File: src/rtl/arith_pkg.sv
// Shared definitions for the arithmetic lab datapaths (multiplier and divider).
package arith_pkg;

    localparam int ARITH_WIDTH = 8;

    typedef enum logic [1:0] {
        DIV_IDLE = 2'd0,
        DIV_CALC = 2'd1,
        DIV_DONE = 2'd2
    } div_state_t;

endpackage

File: src/rtl/div_step.sv
// One restoring-division step: WIDTH+1-bit trial subtract R' - {0,D} built from
// a ripple chain of add/sub bit cells held in subtract mode (invert B, carry-in 1).
module div_step
    import arith_pkg::*;
#(
    parameter int WIDTH = ARITH_WIDTH
) (
    input  logic [WIDTH:0]   i_rem,
    input  logic [WIDTH-1:0] i_dvs,
    output logic [WIDTH-1:0] o_diff,
    output logic             o_borrow
);

    logic [WIDTH:0] w_sub;
    logic [WIDTH:0] w_carry;
    logic [WIDTH:0] w_sum;

    assign w_sub      = ~{1'b0, i_dvs};
    assign w_carry[0] = 1'b1;

    // The carry out of the top cell is never needed: the sign of the
    // WIDTH+1-bit difference already tells whether the subtract went negative.
    for (genvar gi = 0; gi <= WIDTH; gi = gi + 1) begin : g_cell
        assign w_sum[gi] = i_rem[gi] ^ w_sub[gi] ^ w_carry[gi];
        if (gi < WIDTH) begin : g_carry
            assign w_carry[gi+1] = (i_rem[gi] & w_sub[gi]) |
                                   (w_carry[gi] & (i_rem[gi] ^ w_sub[gi]));
        end
    end

    assign o_diff   = w_sum[WIDTH-1:0];
    assign o_borrow = w_sum[WIDTH];

endmodule

File: src/rtl/seq_divider.sv
// Sequential unsigned restoring divider: one trial subtract per clock,
// WIDTH steps per operation, results held until the next completion.
module seq_divider
    import arith_pkg::*;
#(
    parameter int WIDTH = ARITH_WIDTH
) (
    input  logic             Clk,
    input  logic             Reset_n,
    input  logic             Start,
    input  logic [WIDTH-1:0] Dividend,
    input  logic [WIDTH-1:0] Divisor,
    output logic             Busy,
    output logic             Done,
    output logic [WIDTH-1:0] Quotient,
    output logic [WIDTH-1:0] Remainder,
    output logic             DivByZero
);

    localparam int               CNT_W     = $clog2(WIDTH + 1);
    localparam logic [CNT_W-1:0] LAST_STEP = CNT_W'(WIDTH - 1);
    localparam logic [CNT_W-1:0] CNT_ONE   = CNT_W'(1);

    div_state_t       r_state;
    logic [CNT_W-1:0] r_cnt;
    logic [WIDTH-1:0] r_rem;
    logic [WIDTH-1:0] r_quo;
    logic [WIDTH-1:0] r_dvs;

    logic [WIDTH:0]   w_rem_shift;
    logic [WIDTH-1:0] w_diff;
    logic             w_borrow;
    logic             w_accept;
    logic             w_last;
    logic [WIDTH-1:0] w_rem_next;
    logic [WIDTH-1:0] w_quo_next;

    assign w_accept = (r_state == DIV_IDLE) && Start;
    assign w_last   = (r_state == DIV_CALC) && (r_cnt == LAST_STEP);

    // {R,Q} shifted left by one; the partial remainder stays below the divisor,
    // so only its low WIDTH bits need storing between steps.
    assign w_rem_shift = {r_rem, r_quo[WIDTH-1]};

    div_step #(
        .WIDTH (WIDTH)
    ) u_step (
        .i_rem    (w_rem_shift),
        .i_dvs    (r_dvs),
        .o_diff   (w_diff),
        .o_borrow (w_borrow)
    );

    assign w_rem_next = w_borrow ? w_rem_shift[WIDTH-1:0] : w_diff;
    assign w_quo_next = {r_quo[WIDTH-2:0], ~w_borrow};

    always_ff @(posedge Clk or negedge Reset_n) begin
        if (!Reset_n) begin
            r_state <= DIV_IDLE;
            r_cnt   <= '0;
        end else begin
            case (r_state)
                DIV_IDLE: begin
                    if (Start) begin
                        r_state <= DIV_CALC;
                        r_cnt   <= '0;
                    end
                end
                DIV_CALC: begin
                    r_cnt <= r_cnt + CNT_ONE;
                    if (r_cnt == LAST_STEP) begin
                        r_state <= DIV_DONE;
                    end
                end
                DIV_DONE: begin
                    r_state <= DIV_IDLE;
                end
                default: begin
                    r_state <= DIV_IDLE;
                end
            endcase
        end
    end

    // Working registers carry no reset; they are always reloaded on acceptance.
    always_ff @(posedge Clk) begin
        if (w_accept) begin
            r_dvs <= Divisor;
            r_quo <= Dividend;
            r_rem <= '0;
        end else if (r_state == DIV_CALC) begin
            r_rem <= w_rem_next;
            r_quo <= w_quo_next;
        end
    end

    // Results load on the final step edge, i.e. the same edge that enters DONE.
    always_ff @(posedge Clk or negedge Reset_n) begin
        if (!Reset_n) begin
            Quotient  <= '0;
            Remainder <= '0;
            DivByZero <= 1'b0;
        end else if (w_last) begin
            Quotient  <= w_quo_next;
            Remainder <= w_rem_next;
            DivByZero <= (r_dvs == '0);
        end
    end

    assign Busy = (r_state != DIV_IDLE);
    assign Done = (r_state == DIV_DONE);

endmodule
File: config.mk
export PLATFORM = sky130hd
export DESIGN_NAME = seq_divider
export DESIGN_NICKNAME = d
export VERILOG_FILES = /design/src/rtl/arith_pkg.sv /design/src/rtl/div_step.sv /design/src/rtl/seq_divider.sv
export SDC_FILE = /design/constraint.sdc
export NUM_CORES = 1
export LEC_CHECK = 0
export BUFFER_PORTS_ARGS = -buffer_cell sky130_fd_sc_hd__buf_2
export CORE_ASPECT_RATIO = 0.6
export CORE_MARGIN = 2
export CORE_UTILIZATION = 47
export DETAILED_ROUTE_END_ITERATION = 7
export PLACE_DENSITY = 0.69
export RECOVER_POWER = 50
export SYNTH_ARGS = -nofsm -noshare
export SYNTH_HDL_FRONTEND = slang
export SYNTH_HIERARCHICAL = 1
export SYNTH_SLANG_ARGS = --single-unit
File: constraint.sdc
create_clock -name Clk -period 5.8 [get_ports Clk]
set_clock_uncertainty 0.1 [all_clocks]
set_input_delay 0.29 -clock Clk [delete_from_list [all_inputs] [get_ports Clk]]
set_output_delay 0.29 -clock Clk [all_outputs]
set_load 0.005 [all_outputs]
* Word-level counts from Yosys, hierarchy flattened
Cells that the tools add are included.
Widths: inputs -> output; s select.
** Storage, ports and cells
- Input bits :: 19
- Word-level logic and storage cells :: 74
- Flip-flop bits (word level) :: 47
- Output and inout bits :: 19
** Operators by class
- Reduce and logical (&&, ||, !) cells :: 9
- Mux-type cells :: 8
- Add/subtract/negate cells :: 1
- Equal/unequal tests :: 5
- Bitwise logic cells :: 43
** Operators with widths (number)
- $mux 8 :: 3
- $xor 1x1->1 :: 17
- $and 1x1->1 :: 15
- $not 8->9 :: 1
- $logic_not 8->1 :: 1
- $or 1x1->1 :: 8
- $pmux 4 s2 :: 1
- $reduce_bool 2->1 :: 3
- $add 4x1->4 const B :: 1
- $eq 4x3->1 const B :: 1
- $mux 2 :: 2
- $mux 4 :: 1
- $ne 2x2->1 const B :: 2
- $pmux 2 s2 :: 1
- $reduce_and 2->1 :: 2
- $eq 2x1->1 const B :: 1
- $eq 2x2->1 const B :: 1
- $logic_and 1x1->1 :: 2
- $logic_not 2->1 :: 1
- $not 1->1 :: 2

* Logic depth before layout (Yosys ltp)
- Depth in word-level cells :: 21
- Gate-level depth with buffers :: 16
- Mapped depth without buffers :: 15

* Hierarchy
The synthesis kept the hierarchy.
** Modules (own cells, without submodules)
- seq_divider :: seq. area each 1216.2 sq um, cells each 142, times used 1, area an instance 1931.9 sq um
- div_step :: seq. area each 0.0 sq um, cells each 26, times used 1, area an instance 225.2 sq um

* Least setup slack after synthesis
No wires, ideal clock.
- Path kind :: register to register
- Start point :: register r_dvs[0]
- End point :: register Remainder[1]
- Setup slack :: 1.337 ns
- Required time :: 5.575 ns
- Period minus slack after synthesis :: 4.463 ns
- Cell stages (with the launch flop) :: 15
- Setup time :: 0.125 ns
- Path buffers :: 1
- Arrival :: 4.238 ns
- Cells stage by stage :: edfxtp_1 > ha_1 > inv_1 > fa_1 > inv_1 > fa_1 > fa_1 > fa_1 > fa_1 > fa_1 > fa_1 > xor2_1 > clkbuf_1 > mux2_2 > mux2_2
** Between the ends
- Word-level cells in the longest chain between the ends :: 19
- Elaborated cells between the ends (all ways) :: 21
- Classes of those cells :: mux (1); bitwise (20)
** RTL lines
- start: declaration :: RTL line seq_divider.sv:28 : logic [WIDTH-1:0] r_dvs;
- start signal: assignment :: RTL line seq_divider.sv:88 : r_dvs <= Divisor;
- $not 8->9 (*) :: RTL line div_step.sv:18 : assign w_sub = ~{1'b0, i_dvs};
- $and 1x1->1 / $xor 1x1->1 (equally long branches) :: RTL line div_step.sv:26, div_step.sv:27
- $or 1x1->1 (*) :: RTL line div_step.sv:26 : assign w_carry[gi+1] = (i_rem[gi] & w_sub[gi]) |
- $and 1x1->1 (*) :: RTL line div_step.sv:27 : (w_carry[gi] & (i_rem[gi] ^ w_sub[gi]));
- $or 1x1->1 (*) :: RTL line div_step.sv:26
- $and 1x1->1 (*) :: RTL line div_step.sv:27
- $or 1x1->1 (*) :: RTL line div_step.sv:26
- $and 1x1->1 (*) :: RTL line div_step.sv:27
- (+4 left out)
- $or 1x1->1 (*) :: RTL line div_step.sv:26
- $and 1x1->1 (*) :: RTL line div_step.sv:27
- $or 1x1->1 (*) :: RTL line div_step.sv:26
- $and 1x1->1 (*) :: RTL line div_step.sv:27
- $or 1x1->1 (*) :: RTL line div_step.sv:26
- $xor 1x1->1 (*) :: RTL line div_step.sv:24 : assign w_sum[gi] = i_rem[gi] ^ w_sub[gi] ^ w_carry[gi];
- via w_borrow :: RTL line seq_divider.sv:32 : logic w_borrow;
- $mux 8 (*) :: RTL line seq_divider.sv:54 : assign w_rem_next = w_borrow ? w_rem_shift[WIDTH-1:0] : w_diff;
- end signal: assignment :: RTL line seq_divider.sv:105 : Remainder <= w_rem_next;
- end: declaration :: RTL line seq_divider.sv:16 : output logic [WIDTH-1:0] Remainder,
Mark *: on every way through the listed nets, which the timed path passes. The rest lies on a longest branch.
A chain may end at the register's enable or synchronous reset.

* Final worst setup path
- Start point :: register r_dvs[0]
- End point :: register Remainder[2]
The elaborated chain is that of the path after synthesis.

==> out/metrics.cfg <==
[synthesis]
synth_cells = 168
synth.largest_area_cell = dfrtp_1
yosysWarnings = 6
yosys.area_share.adder_pct = 7.66
synth.area.top_cells = dfrtp_1 27%, edfxtp_1 22%, mux2_2 11%, dfxtp_1 7.4%, fa_1 6.5%
synth_edf_count = 16
synth-simple-area-share_pct = 9.98
async_reset_ff_share_pct = 48.9
synth_fp_nets = 196
yosysMostFrequentCell = dfrtp_1
ys.flop_type = dfrtp_1
synth_mux_area_share_pct = 17.5
yosys.area.top_type_share_pct = 26.7
synth_top_family_by_area = multiplexers
ys_seq_area_share_pct = 56.4
ys_seq_elements = 47
synth_xor_area_share_pct = 0.406
synth_compound_area_share_pct = 2.55
synth_common_cells = 23 x dfrtp_1, 22 x inv_1, 22 x mux2_2, 16 x edfxtp_1, 15 x nor2_1
syn_area_mm2 = 0.00216
yosysUniqueCellTypes = 30
syn_avg_cell_area_um2 = 12.8

[placed_design]
gp_congestion = 0.739
hpwl_um = 2510
io_buffers = 37

[finish]
fill_cells = 370
final_core_util_pct = 55.9
antenna_cells = 0
final_nets = 237
area_delta_synth_final_pct = 16.5
drive_gt1_share_pct = 34.3

[sta]
drv_slew = 0
fmax_ghz = 0.222
period_needed_ps = 4500
setup_viol = 0
hold_viol = 0
tightest_slew_ps = 1410
fin_tns_setup_ps = 0
finalCritPeriodShare_pct = 77.6
slew_headroom_pct = 6.04
rsz0062_at_grt = no

[worst_setup_path]
critPathArrivalTime_ps = 4580
cp_max_fo = 10
worstSetupEndpointType = flip-flop
crit_type = flip-flop to flip-flop
crit_path_start_kind = flip-flop
required_ps = 5880

[power_and_ir_drop]
peakVddDrop_mv = 0.285
p_leak_nw = 1.10
powerDensity_mw_per_mm2 = 585
power_mw = 1.47

[drt]
postRouteAntennaNets = 0
dr.pass1.iters = 7
drt_wl_total_um = 3660
vias = 1332
drt_iter0_markers = 127
drc_errors = 0
wl_per_cell_um = 13.4
viasPerCell = 4.88

[clocking]
cts_made_buffers = 5
cts_tree = built
clkTransAtPathRegs_ps = 80
root_buffer = clkbuf_8
cts_setup_buffers = 0
clockBufferDepth = 2
cts_sinks = 47
clkLatencyLatePin_ps = 300
h-tree-depth = 2

[floorplan]
row_count = 19
initial_core_util_pct = 48.0
die_h_um = 56.5
die_w_um = 91.5
coreArea_mm2 = 0.00449
die_area_mm2 = 0.00517
io_pins = 38

[global_routing]
antenna_found_initial = 0
track_usage_pct = 15.5
grt_max_degree = 28
gr-total-overflow = 0
grt_pass1_vias = 1268
grt_pass1_wl_um = 6180

[min_path]
holdCritPathClass = input port to flip-flop

[outcome]
status = finished clean

[flow_run]
maxCapViolCount = 0

==> cells by family after synthesis <==
| logic type | Yosys count |
|---|---|
| xor gates and xnor gates | 1 |
| AOI/OAI and AO/OA | 10 |
| DFF | 47 |
| adders and majority gates | 9 |
| buffers and inverters | 28 |
| muxes | 32 |
| and+or+nand+nor | 41 |
==> final timing paths <==
kind	from	endpoint	slack, ps	cells after the start
worst max register to register	r_dvs[0]	Remainder[2]	1300	14
worst min register to register	Remainder[4]	Remainder[4]	410	1
worst max-delay path	r_dvs[0]	Remainder[2]	1300	14
worst min-delay path	Divisor[4]	r_dvs[4]	70	1
max in group asynchronous	Reset_n	Remainder[3]	4140	2
min in group asynchronous	Reset_n	Quotient[4]	690	2
==> layer usage <==
metal / wire length, µm / share of wire [%] / track usage (%)
met3: 156 / 4.3 / 4.03
met2: 1580 / 43 / 22.3
met4: 36 / 0.98 / 4.55
met1: 1890 / 52 / 23.2
met5: 0 / 0 / 0
==> report_power, final <==
part / internal [mW] / switching, mW
Combinational: 0.326 / 0.308
Sequential: 0.508 / 0.0905
Clock: 0.128 / 0.109
==> flip-flops by register name, summed over array words and instances, names as in the netlist <==
register   flops
Quotient       8
Remainder      8
r_dvs          8
r_quo          8
r_rem          8
r_cnt          4
r_state        2
DivByZero      1
==> metrics by stage <==
step,instance area (µm²),hold WS (ps),setup slack (ps),instances
2_1_floorplan,2160,-106,1340,168
3_3_place_gp,2400,210,1390,264
3_5_place_dp,2400,209,1300,264
4_1_cts,2530,56.1,1270,273
5_1_grt,2510,48.8,1100,273
6_report,2510,65.7,1300,273
==> worst max-delay path, cell delays in order (launching register included) <==
cell and delay, ps:
edfxtp_1 430, ha_1 210, inv_1 60, fa_1 150, inv_1 40, fa_1 370, fa_1 400, fa_1 390
fa_1 380, fa_1 400, fa_1 440, xor2_1 170, buf_4 210, mux2_2 370, mux2_2 260
==> layout by cell type (no fill, tap or decap), drive strengths merged, types with 2 or more instances in the layout <==
| cell type | synthesis | final |
|---|---|---|
| nor4 | 2 | 2 |
| nor3b | 2 | 2 |
| fa | 7 | 7 |
| dfrtp | 23 | 23 |
| dfxtp | 8 | 8 |
| ha | 2 | 2 |
| clkinv | 0 | 2 |
| edfxtp | 16 | 16 |
| buf | 3 | 33 |
| inv | 22 | 22 |
| nor3 | 8 | 8 |
| mux2 | 28 | 28 |
| o21ai | 7 | 7 |
| mux2i | 4 | 4 |
| nand2b | 3 | 3 |
| nand2 | 6 | 6 |
| nor2 | 15 | 15 |
| clkbuf | 3 | 11 |
==> final cells by class <==
type	count	area, µm²	share of cell area, %
clock buffers	5	68.8	2.74
well taps	63	78.8	3.14
clock inverters	3	43.8	1.74
inverters	22	82.6	3.29
flip-flops and latches	47	1220	48.4
multi-input cells	93	822	32.7
repair buffers	40	200	7.97
==> timing repair <==
action,CTS,global route
gates resized for setup,0,0
hold endpoints to repair,23,0
hold buffers,1,0
No activity file was read; power rests on OpenSTA's default activity.
